File: src/rtl/dtw_mem_arb.sv
// dtw_mem_arb: round-robin arbiter with ownership lock between the DTW core and the
// host/loader, driving a single-port synchronous memory with a fixed three-cycle read return.
module dtw_mem_arb (
    input  logic        clk,
    input  logic        rst,
    input  logic        p0_req,
    input  logic        p1_req,
    input  logic        p0_we,
    input  logic        p1_we,
    input  logic        p0_lock,
    input  logic        p1_lock,
    input  logic [9:0]  p0_addr,
    input  logic [9:0]  p1_addr,
    input  logic [31:0] p0_wdata,
    input  logic [31:0] p1_wdata,
    output logic        p0_gnt,
    output logic        p1_gnt,
    output logic        p0_rvalid,
    output logic        p1_rvalid,
    output logic [31:0] rdata,
    output logic [9:0]  mem_addr,
    output logic        mem_WR,
    output logic        mem_CS,
    output logic [31:0] mem_wdata,
    output logic        mem_oe,
    input  logic [31:0] mem_rdata
);

    typedef enum logic [1:0] {
        IDLE,
        OWN0,
        OWN1
    } state_t;

    state_t      state_q;
    logic        ptr_q, ptr_d;
    logic        tag1Valid_q, tag1Port_q;
    logic        tag2Valid_q, tag2Port_q;
    logic        p0Rvalid_q, p1Rvalid_q;
    logic [31:0] rdata_q;
    logic        memCs_q, memWr_q, memOe_q;
    logic [9:0]  memAddr_q;
    logic [31:0] memWdata_q;

    logic        gnt0, gnt1, anyGnt, gntPort, gntWe;
    logic [9:0]  gntAddr;
    logic [31:0] gntWdata;

    // An owning port shuts the other out entirely; otherwise the pointer breaks ties.
    always_comb begin
        gnt0 = 1'b0;
        gnt1 = 1'b0;
        if (!rst) begin
            case (state_q)
                OWN0:    gnt0 = p0_req;
                OWN1:    gnt1 = p1_req;
                default: begin
                    if (p0_req && p1_req) begin
                        gnt0 = ~ptr_q;
                        gnt1 = ptr_q;
                    end else begin
                        gnt0 = p0_req;
                        gnt1 = p1_req;
                    end
                end
            endcase
        end
    end

    always_comb begin
        anyGnt   = gnt0 | gnt1;
        gntPort  = gnt1;
        gntWe    = gnt1 ? p1_we    : p0_we;
        gntAddr  = gnt1 ? p1_addr  : p0_addr;
        gntWdata = gnt1 ? p1_wdata : p0_wdata;
        ptr_d    = anyGnt ? ~gntPort : ptr_q;
    end

    always_ff @(posedge clk) begin
        if (rst) begin
            state_q <= IDLE;
        end else begin
            case (state_q)
                IDLE: begin
                    if (gnt0 && p0_lock) begin
                        state_q <= OWN0;
                    end else if (gnt1 && p1_lock) begin
                        state_q <= OWN1;
                    end
                end
                OWN0: begin
                    if (!p0_req || !p0_lock) begin
                        state_q <= IDLE;
                    end
                end
                OWN1: begin
                    if (!p1_req || !p1_lock) begin
                        state_q <= IDLE;
                    end
                end
                default: state_q <= IDLE;
            endcase
        end
    end

    // Address and write data hold across idle cycles; only the strobes fall back.
    always_ff @(posedge clk) begin
        if (rst) begin
            ptr_q      <= 1'b0;
            memCs_q    <= 1'b1;
            memWr_q    <= 1'b0;
            memOe_q    <= 1'b0;
            memAddr_q  <= '0;
            memWdata_q <= '0;
        end else begin
            ptr_q <= ptr_d;
            if (anyGnt) begin
                memCs_q    <= 1'b0;
                memWr_q    <= gntWe;
                memOe_q    <= gntWe;
                memAddr_q  <= gntAddr;
                memWdata_q <= gntWdata;
            end else begin
                memCs_q <= 1'b1;
                memWr_q <= 1'b0;
                memOe_q <= 1'b0;
            end
        end
    end

    // Read tags march alongside the memory latency so data returns to the port that asked.
    always_ff @(posedge clk) begin
        if (rst) begin
            tag1Valid_q <= 1'b0;
            tag1Port_q  <= 1'b0;
            tag2Valid_q <= 1'b0;
            tag2Port_q  <= 1'b0;
            p0Rvalid_q  <= 1'b0;
            p1Rvalid_q  <= 1'b0;
            rdata_q     <= '0;
        end else begin
            tag1Valid_q <= anyGnt && !gntWe;
            tag1Port_q  <= gntPort;
            tag2Valid_q <= tag1Valid_q;
            tag2Port_q  <= tag1Port_q;
            p0Rvalid_q  <= tag2Valid_q && !tag2Port_q;
            p1Rvalid_q  <= tag2Valid_q && tag2Port_q;
            if (tag2Valid_q) begin
                rdata_q <= mem_rdata;
            end
        end
    end

    assign p0_gnt    = gnt0;
    assign p1_gnt    = gnt1;
    assign p0_rvalid = p0Rvalid_q;
    assign p1_rvalid = p1Rvalid_q;
    assign rdata     = rdata_q;
    assign mem_addr  = memAddr_q;
    assign mem_WR    = memWr_q;
    assign mem_CS    = memCs_q;
    assign mem_wdata = memWdata_q;
    assign mem_oe    = memOe_q;

endmodule

File: config.mk
export PLATFORM = sky130hd
export DESIGN_NAME = dtw_mem_arb
export DESIGN_NICKNAME = d
export VERILOG_FILES = /design/src/rtl/dtw_mem_arb.sv
export SDC_FILE = /design/constraint.sdc
export NUM_CORES = 1
export LEC_CHECK = 0
export BUFFER_PORTS_ARGS = -buffer_cell sky130_fd_sc_hd__clkbuf_2
export CAP_MARGIN = 10
export CORE_ASPECT_RATIO = 0.7
export CORE_MARGIN = 3
export CORE_UTILIZATION = 40
export CTS_CLUSTER_SIZE = 24
export DETAILED_ROUTE_END_ITERATION = 6
export GPL_TIMING_DRIVEN = 0
export PLACE_DENSITY_LB_ADDON = 0.05
export SLEW_MARGIN = 20
export SYNTH_ARGS = -nofsm -noshare
export SYNTH_HDL_FRONTEND = slang
export SYNTH_SLANG_ARGS = --single-unit
File: constraint.sdc
create_clock -name clk -period 4.3 [get_ports clk]
set_clock_uncertainty 0.2 [all_clocks]
set_input_delay 0.215 -clock clk [delete_from_list [all_inputs] [get_ports clk]]
set_output_delay 0.215 -clock clk [all_outputs]
set_load 0.01 [all_outputs]
# Word-level counts from Yosys, hierarchy flattened
# Cells that the tools add are included.
# op_classes
addsub	0
div	0
shift	0
mul	0
n_reduce_logical	17
n_eq_ne	5
n_mux	15
n_bitwise	4
magnitude_cmp	0
# op_table
op	n
two-way mux 32 bit	1
two-way mux 10 bit	1
two-way mux 2 bit	4
logical AND 1 bit	6
logical NOT 1 bit	6
two-way mux 1 bit	6
case mux 2 bit (3 select lines)	1
inequality test 2 bit, second input constant	2
case mux 1 bit (2 select lines)	2
inequality test 3 bit, second input constant	1
inverter 1 bit	3
AND reduction 3 bit	1
equality test 2 x 1 -> 1 bit, second input constant	1
equality test 2 bit, second input constant	1
logical NOT 2 bit	1
logical OR 1 bit	2
OR reduction 2 bit	1
bitwise OR 1 bit	1
# totals
elab_cells	54
rom_bits	0
reg_bits	85
output_inout_bits	81
n_memories	0
mem_bits_rw	0
latch_bits	0

# Depth between registers and ports, before layout
# Gate-level depths: netlist (run 1).
# depth
ltp_word	8
depth_mapped	9
ltp_nobuf	7

# Worst setup path before layout (run 1)
# OpenSTA, ideal clock, no wires.
# synth_path
kind	flip-flop to flip-flop
from	reg state_q[0]
to	reg state_q[0]
required_ns	3.973
setup_slack_ns	2.345
arrival_time_ns	1.628
path_stages_with_launch	8
setup_time_ns	0.127
synth_period_minus_slack_ns	1.955
path_buffers	0
cell_sequence	dfxtp_1 inv_1 ha_1 or3b_1 nand4b_2 inv_1 a21oi_1 or3_1
# synth_via
elab_chain_cells	6
# synth_rtl
element	line	text
start: declaration	35	state_t state_q;
start signal: assignment	81	state_q <= IDLE;
start signal: assignment	86	state_q <= OWN0;
start signal: assignment	88	state_q <= OWN1;
equality test 2 bit / equality test 2 x 1 -> 1 bit (equally long branches)	54	case (state_q)
case mux 1 bit (2 select lines) (*)	54	
two-way mux 1 bit (*)	53	if (!rst) begin
via p1_gnt	17	output logic p1_gnt,
logical AND 1 bit (*)	87	end else if (gnt1 && p1_lock) begin
inequality test 3 bit (no source line) (*)	-	
AND reduction 3 bit (no source line) (*)	-	
# Mark *: on every way through the listed nets, which the timed path passes. The rest lies on a longest branch.
# A chain may end at the register's enable or synchronous reset.

# Final worst setup path (run 1)
# layout_path
from	reg state_q[0]
to	reg memWdata_q[23] (netlist: mem_wdata[23])
# layout_via
elab_chain_cells	4
# layout_rtl
element	line	text
equality test 2 bit / equality test 2 x 1 -> 1 bit (equally long branches)	54	
case mux 1 bit (2 select lines)	54	
two-way mux 1 bit	53	
two-way mux 32 bit / bitwise OR 1 bit (equally long branches)	75, 71	
end signal: assignment	122	memWdata_q <= gntWdata;
end: declaration	43	logic [31:0] memWdata_q;
# Several ways; a longest one is shown, not always the timed one.

==> metrics.md, run 1 <==
| Metric | Value |
|---|---|
| Gate Count Post-Synth | `387` |
| First-pass GRT wire length | `20,500 µm` |
| Crit Path Category | `register to register` |
| Top cell type's share of synthesized area | `47.9%` |
| Post-synth cell types | `31` |
| Leakage | `2.90 nW` |
| Worst Setup End Kind | `register` |
| GRT Total Usage | `25.2%` |
| Max_cap viols | `0` |
| Area growth syn-to-layout | `74.7%` |
| Clk buf depth | `2` |
| Reg-to-reg setup timing slack | `1410 ps` |
| Via count | `4,083` |
| Port bufs | `204` |
| Reg-to-Reg End | `mem_wdata[23]` |
| Core Area | `8550 µm²` |
| DP Cell Count | `711` |
| Post-Route WL | `12,600 µm` |
| Grt ovf | `0` |
| Hold depth | `3` |
| Synthesized cell area | `3550 µm²` |
| Period minus WS final | `2890 ps` |
| Synth warnings | `0` |
| Root Driver | `clkbuf_16` |
| Worst skew pair latency | `340 ps` |
| Detailed Place HPWL | `8180 µm` |
| Total CTS buffers | `9` |
| Ys flop type | `dfxtp_1` |
| Initial cell density of the core | `41.5%` |
| Setup TNS | `0 ps` |
| Residual DRC count | `0` |
| Antenna Nets Post-Route | `0` |
| CP arrival | `2970 ps` |
| CTS tree | `built` |
| Avg WL per Cell | `14.9 µm` |
| Hold Crit Endpoint | `mem_wdata[14]` |
| Clock sinks | `85` |
| PD cells | `377 nW/µm²` |
| Die span in y | `84.8 µm` |
| Part of the cycle the worst path needs | `67.2%` |
| I/O pins | `205` |
| Fmax | `346 MHz` |
| Number of global-route vias before repair | `4,285` |
| Hold WC Path Type | `primary input to register` |
| Final Hold Violating Endpoints | `0` |
| CP Max Fanout | `10` |
| ANT cells | `0` |
| Final instance count without filler cells | `845` |
| Hold WS | `13.4 ps` |
| Maximum vdd drop | `0.000225 V` |
| Post-synth net total | `514` |
| Num rows | `28` |
| Worst slew pin tran | `720 ps` |
| Final-report max-slew violation count | `0` |
| RSZ-0062 raised after global routing | `no` |
| Synth top area cells | `dfxtp_1 48%, mux2i_1 9.0%, nor2_1 7.9%, a311oi_2 7.2%, nand2_1 6.6%` |
| Worst setup SP type | `register` |
| Mean number of vias per cell | `4.83` |
| #FFs+latches synth | `85` |
| Final nets | `847` |
| Reg2Reg Depth | `8` |
| Initial antenna violation count | `0` |
| Share of layout cells above drive strength 1 | `35.6%` |
| Drt first pass iters | `4` |
| CTS H-tree lvls | `3` |
| Most common cell in the synthesized netlist | `dfxtp_1` |
| Post-synth top cells | `85 x dfxtp_1, 75 x nor2_1, 62 x nand2_1` |
| Seq/Total Area, Yosys | `47.9%` |
| Largest area contributor in the netlist | `dfxtp_1` |
| Reg clk slew, reported paths | `60 ps` |
| Post-CTS setup buffer count | `0` |
| Max_slew headroom | `52.0%` |
| Core Util, Final | `72.6%` |
| Crit path required time | `4380 ps` |
| DIE AREA | `10,100 µm²` |
| Tot Pwr | `2.34 mW` |
| Status | `complete, no violations` |
| EDFF count, synth | `0` |
| Starting DRC count in detailed routing | `214` |
| Chip Width | `119 µm` |
| RR Startpoint | `state_q[0]` |
| Largest net degree at the start of global routing | `15` |
| Asr flop ratio synth | `0%` |
| Worst hold start | `p1_wdata[14]` |
| Syn avg cell area | `9.18 µm²` |
| Final Wtd Congestion | `0.823` |
| Final setup fails | `0` |
-- logic make-up (layout without fill, tap and decap cells) --
| logic type | Yosys count | count (layout) | share of synthesized area (%) |
|---|---|---|---|
| mux | 32 | 32 | 9.02 |
| simple gates | 180 | 180 | 23.9 |
| compound gates | 49 | 49 | 12.8 |
| buf+inv | 38 | 376 | 5.39 |
| fa+ha+maj | 3 | 3 | 1.06 |
| flops | 85 | 85 | 47.9 |
-- stage by stage --
stage          cell area [µm²]  worst slack (ps)
2_1_floorplan             3550              2350
3_3_place_gp              4720              2060
4_1_cts                   6200              1460
6_report                  6200              1410
5_1_grt                   6200              1260
3_5_place_dp              4720              1970
-- layout make-up --
cell class / instances / area (µm²)
multi-input combinational: 264 / 1660
timing repair buffer: 322 / 2200
clock buffer: 10 / 239
buffer: 32 / 169
tap: 120 / 150
fill: 684 / 2340
clock inverter: 6 / 62.6
inverter: 6 / 22.5
sequential: 85 / 1700
-- cells in the final DEF, fill, tap and decap left out, types with 2 or more instances in the layout --
cell type,count
clkinv_2,3
nand3_1,2
clkbuf_2,204
dfxtp_1,85
nand2_1,62
nand3b_1,27
nor2_1,75
nor3_1,2
mux2i_1,32
a31oi_1,26
a21oi_1,3
a311oi_2,17
inv_1,5
nand2b_1,2
dlygate4sd3_1,118
buf_2,12
ha_1,3
clkbuf_1,12
buf_4,3
buf_6,3
clkbuf_16,9
clkinv_4,2
buf_1,2
nor2b_1,2
-- worst max path at each step --
stage | start | end | cells after the start | slack (ps)
2_1_floorplan | state_q[0] | state_q[0] | 7 | 2350
3_3_place_gp | state_q[0] | mem_wdata[26] | 7 | 2060
3_5_place_dp | state_q[0] | mem_wdata[14] | 7 | 1970
4_1_cts | state_q[0] | mem_wdata[31] | 8 | 1460
5_1_grt | state_q[0] | mem_wdata[23] | 8 | 1260
6_report | state_q[0] | mem_wdata[23] | 8 | 1410
-- where the power goes --
group | total, mW | leakage, nW | switching [mW] | internal [mW]
clock network | 0.784 | 0.152 | 0.319 | 0.465
logic | 0.621 | 2.05 | 0.288 | 0.333
registers | 0.932 | 0.699 | 0.0509 | 0.881
-- registers in the layout (all words and copies together), names as in the netlist, 2 cells and up --
| name | count |
|---|---|
| mem_wdata | 32 |
| state_q | 2 |
| rdata | 32 |
| mem_addr | 10 |
-- critical path, stage by stage (launching register included) --
cell and delay (ps):
dfxtp_1 360, inv_1 90, ha_1 350, nand3b_1 220, nand4b_4 180, clkbuf_1 460, nand2_1 140, a311oi_2 260
dlygate4sd3_1 580
-- what timing repair did --
action	4_1_cts	5_1_grt
endpoints found under the hold margin	77	0
endpoints found under the setup margin	0	0
hold buffers	118	0
resized for setup	0	0
-- routing by layer --
layer	routed length, µm	GRT usage [%]	share of wire (%)
met5	0	0	0
met4	238	7.57	1.9
met3	925	7.86	7.4
met2	6050	43.7	48
met1	5370	30.1	43
Power figures use the tool's default switching activity.
==> run 2, diff against run 1 <==
Clock period 4.3 ns to 3 ns, I/O delays scaled along.
==> run 2 against run 1 <==
Against the previous run: via count increased by 0.44%; critical path depth unchanged; sequential share of layout area decreased by 0.21 points; largest cell class unchanged.
==> metrics.md, run 2 (synthesis gave the netlist of run 1 again) <==
| Metric | Value |
|---|---|
| Maximum vdd drop | `0.000323 V` |
| Final setup fails | `0` |
| Clock sinks | `85` |
| DIE AREA | `10,100 µm²` |
| Comb pwr share | `26.7%` |
| Most common cell after layout, fill and taps aside | `clkbuf_2` |
| Antenna Nets Post-Route | `0` |
| Period minus WS final | `2850 ps` |
| Design area | `6250 µm²` |
| Status | `complete, no violations` |
| Chip Width | `119 µm` |
| Mean number of vias per cell | `4.83` |
| Drt first pass iters | `4` |
| Max_slew headroom | `51.7%` |
| Tot Pwr | `3.36 mW` |
| Worst skew pair latency | `340 ps` |
| Area growth syn-to-layout | `76.1%` |
| GRT Total Usage | `25.3%` |
| Initial cell density of the core | `41.5%` |
| Starting DRC count in detailed routing | `214` |
| Die span in y | `84.8 µm` |
| I/O pins | `205` |
| PD cells | `537 nW/µm²` |
| Reg clk slew, reported paths | `60 ps` |
| Worst slew pin tran | `724 ps` |
| Worst slack, placed | `671 ps` |
| Post-Route WL | `12,600 µm` |
| Final-report max-slew violation count | `0` |
| Largest net degree at the start of global routing | `15` |
| Internal power | `2.41 mW` |
| Detailed Place HPWL | `8180 µm` |
| Sw Ratio | `28.1%` |
| Total CTS buffers | `9` |
| Placed cell area | `4720 µm²` |
| Part of the cycle the worst path needs | `95.0%` |
| Num rows | `28` |
| Slowest stage cell, crit path | `dlygate4sd3_1` |
| RSZ-0062 raised after global routing | `yes` |
| Fmax | `351 MHz` |
| Clock Power Share | `33.5%` |
| Crit path required time | `3020 ps` |
| Fillers | `681` |
| Worst Setup End Kind | `register` |
| Reg2Reg Depth | `8` |
| Residual DRC count | `0` |
| Final WS setup | `151 ps` |
| Leakage | `2.93 nW` |
| CP Cell Sequence | `inv_1, ha_1, or3b_1, nand4b_2, buf_6, buf_2, a31oi_1, dlygate4sd3_1` |
| Hold WC Path Type | `primary input to register` |
| CP max stage delay | `580 ps` |
| Crit Path Category | `register to register` |
| CTS tree | `built` |
| Via count | `4,101` |
| Initial antenna violation count | `0` |
| Port bufs | `204` |
| First-pass GRT wire length | `20,600 µm` |
| CTS H-tree lvls | `3` |
| Core Area | `8550 µm²` |
| Max_cap viols | `0` |
| Sequential power share | `39.8%` |
| Worst setup SP type | `register` |
| Final Wtd Congestion | `0.823` |
| Share of layout cells above drive strength 1 | `35.7%` |
| Commonest cells after routing, fill and taps aside | `206 x clkbuf_2, 122 x dlygate4sd3_1, 85 x dfxtp_1` |
| ANT cells | `0` |
| Final nets | `851` |
| Post-CTS setup buffer count | `0` |
| Setup TNS | `0 ps` |
| Hold depth | `4` |
| CP Max Fanout | `10` |
| Root Driver | `clkbuf_16` |
| CP arrival | `2870 ps` |
| Number of global-route vias before repair | `4,288` |
| Net switching power | `0.944 mW` |
| Grt ovf | `0` |
| Clk buf depth | `2` |
| Final Hold Violating Endpoints | `0` |
| Avg WL per Cell | `14.9 µm` |
[run 2: repair_timing]
item	4_1_cts	5_1_grt
hold buffers	122	0
setup endpoints to repair	0	11
resized for setup	0	6
endpoints found under the hold margin	79	0
[run 2: critical path, delay by kind of cell, from the launching register on]
| kind | cells | cell delay (ps) |
|---|---|---|
| compound gates | 1 | 120 |
| fa+ha+maj | 1 | 350 |
| buf+inv | 4 | 1110 |
| flops | 1 | 360 |
| simple gates | 2 | 590 |
[run 2: worst paths after layout]
path                                 start       endpoint  slack [ps]
worst max-delay path            state_q[0]  mem_wdata[28]         150
worst min-delay path                p1_req     state_q[1]          10
worst max register to register  state_q[0]  mem_wdata[28]         150
worst min register to register  tag2Port_q      p0_rvalid         220
[run 2: per-layer routing]
metal | track usage (%) | wire length [µm] | vias to the layer above | share of wire [%]
met4 | 7.36 | 187 | 0 | 1.5
met2 | 44.2 | 6180 | 176 | 49
met5 | 0 | 0 | - | 0
li1 | - | - | 1992 | -
met3 | 7.99 | 966 | 18 | 7.6
met1 | 30.1 | 5300 | 1915 | 42
[run 2: power groups by stage]
| stage | logic (mW) | clock network, mW | registers (mW) |
|---|---|---|---|
| after global placement | 0.653 | 0 | 1.35 |
| after global routing | 0.979 | 1.19 | 1.35 |
| after detailed placement | 0.665 | 0 | 1.36 |
| final | 0.898 | 1.12 | 1.34 |
| after floorplan | 0.309 | 0 | 1.41 |
| after CTS | 0.884 | 1.15 | 1.33 |
[run 2: layout make-up]
class | count | area (µm²) | share of cell area (%)
Timing Repair Buffer | 326 | 2240 | 35.9
Sequential cell | 85 | 1700 | 27.2
Multi-Input combinational cell | 264 | 1660 | 26.5
Clock buffer | 10 | 239 | 3.82
Buffer | 32 | 176 | 2.82
Tap cell | 120 | 150 | 2.40
Clock inverter | 6 | 62.6 | 1.00
Inverter | 6 | 22.5 | 0.360
[run 2: metrics by stage]
| stage | std cells | util, % | hold slack, ps |
|---|---|---|---|
| after global placement | 711 | 55.2 | 148 |
| after global routing | 849 | 73.1 | 51.3 |
| after CTS | 849 | 73.1 | 5.31 |
| after floorplan | 387 | - | 44.3 |
| final | 849 | 73.1 | 14.7 |
| after detailed placement | 711 | 55.2 | 159 |
==> run 3, diff against run 2 <==
Settings changed: CORE_MARGIN 3 to 5, CORE_UTILIZATION 40 to 35, CTS_CLUSTER_DIAMETER from default to 120.
==> run 3 against run 2 <==
Against the previous run: hold slack better by 6.9 ps; sequential cell count unchanged; first-iteration DRC count down 29%; critical endpoint is now mem_wdata[19].
==> metrics.md, run 3 (synthesis gave the netlist of run 1 again) <==
| Metric | Value |
|---|---|
| Status | `complete, no violations` |
| Final-report max-slew violation count | `0` |
| Hold depth | `3` |
| Num rows | `30` |
| Final nets | `851` |
| Core Area | `9800 µm²` |
| Worst slew pin tran | `721 ps` |
| ANT cells | `0` |
| Period minus WS final | `2850 ps` |
| Root Driver | `clkbuf_16` |
| WP buf/inv | `5` |
| Antenna Nets Post-Route | `0` |
| CTS H-tree lvls | `3` |
| Final instance count without filler cells | `857` |
| Hold Crit Endpoint | `state_q[0]` |
| PD cells | `569 nW/µm²` |
| Detailed Place HPWL | `8590 µm` |
| Metal3 WL | `1060 µm` |
| CTS tree | `built` |
| Mean number of vias per cell | `4.67` |
| RSZ-0062 raised after global routing | `no` |
| DIE AREA | `12,300 µm²` |
| Die span in y | `94.3 µm` |
| Via count | `4,003` |
| Chip Width | `130 µm` |
| Clk buf depth | `2` |
| CP Cell Sequence | `inv_1, ha_1, nand2b_1, nand4b_4, inv_2, buf_6, clkbuf_4, nand2_1, a311oi_2, dlygate4sd3_1` |
| Most common cell after layout, fill and taps aside | `clkbuf_2` |
| Crit path required time | `3070 ps` |
| Worst skew pair latency | `330 ps` |
| Maximum vdd drop | `0.000267 V` |
| M1 WL | `5340 µm` |
| Drt first pass iters | `7` |
| Final Wtd Congestion | `0.814` |
| Starting DRC count in detailed routing | `152` |
| Crit Path Category | `register to register` |
| Reg-to-Reg End | `mem_wdata[19]` |
| Worst Setup End Kind | `register` |
| Worst hold start | `p0_lock` |
| CP top delay family | `buffers and inverters` |
| Hold WC Path Type | `primary input to register` |
| RR Startpoint | `state_q[0]` |
| Total CTS buffers | `9` |
| Number of global-route vias before repair | `4,154` |
| Final Hold Violating Endpoints | `0` |
| CP arrival | `2920 ps` |
| Clock sinks | `85` |
| Max_slew headroom | `51.9%` |
| DP Cell Count | `719` |
| Part of the cycle the worst path needs | `95.0%` |
| Final setup fails | `0` |
| Setup TNS | `0 ps` |
| Tot Pwr | `3.61 mW` |
| Share of layout cells above drive strength 1 | `35.8%` |
| Grt ovf | `0` |
| I/O pins | `205` |
| Port bufs | `204` |
| Initial cell density of the core | `36.2%` |
| First-pass GRT wire length | `19,600 µm` |
| Largest net degree at the start of global routing | `16` |
| Uppermost layer routed | `met4` |
| Max_cap viols | `0` |
| CP Max Fanout | `10` |
| Reg2Reg Depth | `10` |
| Residual DRC count | `0` |
| Initial antenna violation count | `0` |
| Reg-to-reg setup timing slack | `150 ps` |
| Area growth syn-to-layout | `78.5%` |
| Fillers | `841` |
| Reg clk slew, reported paths | `60 ps` |
| Post-Route WL | `12,500 µm` |
| Commonest cells after routing, fill and taps aside | `206 x clkbuf_2, 121 x dlygate4sd3_1, 85 x dfxtp_1` |
| Leakage | `2.96 nW` |
| GRT Total Usage | `19.9%` |
| Slowest stage cell, crit path | `dlygate4sd3_1` |
| Core Util, Final | `64.7%` |
| Hold WS | `21.6 ps` |
| Fmax | `351 MHz` |
| Avg WL per Cell | `14.5 µm` |
| Worst setup SP type | `register` |
| CP max stage delay | `600 ps` |
| Wire length on met2 | `5870 µm` |
## run 3: how the worst max path moves through the flow
stage | start | to | slack [ps] | depth (start not counted)
3_3_place_gp | state_q[0] | mem_wdata[24] | 720 | 7
2_1_floorplan | state_q[0] | state_q[0] | 1050 | 7
3_5_place_dp | state_q[0] | mem_wdata[22] | 710 | 7
4_1_cts | state_q[0] | mem_wdata[31] | 140 | 8
5_1_grt | state_q[0] | mem_wdata[17] | 4 | 10
6_report | state_q[0] | mem_wdata[19] | 150 | 10
## run 3: final cells by class
cell class	count	area, µm²	area share [%]
clock buffers	9	225	3.55
repair buffers	326	2240	35.3
flip-flops and latches	85	1700	26.9
inverters	6	22.5	0.355
clock inverters	7	145	2.29
well taps	128	160	2.53
multi-input cells	264	1670	26.3
plain buffers	32	176	2.78
## run 3: stage by stage
stage,setup slack [ps],instance area (µm²)
global route,4.00,6340
global placement,725,4730
finish,149,6340
floorplan,1050,3550
CTS,139,6310
detailed placement,708,4730
## run 3: power breakdown
part | switching (mW) | internal, mW
sequential | 0.0709 | 1.26
combinational | 0.413 | 0.489
clock | 0.465 | 0.905
total | 0.949 | 2.66
## run 3: repair_timing
action,in CTS,in global routing
hold buffers,121,0
setup endpoints to repair,0,14
setup buffers,0,1
resized for setup,0,7
hold endpoints to repair,79,0
## run 3: per-layer routing
layer	vias to the layer above	GRT usage (%)
met3	18	5.45
met2	160	33.9
met1	1828	24.8
li1	1997	-
met5	-	0
met4	0	5.31
## run 3: worst min-delay path: stages
cell,delay [ps]
clkbuf_2,100
and4_1,180
or3_1,100
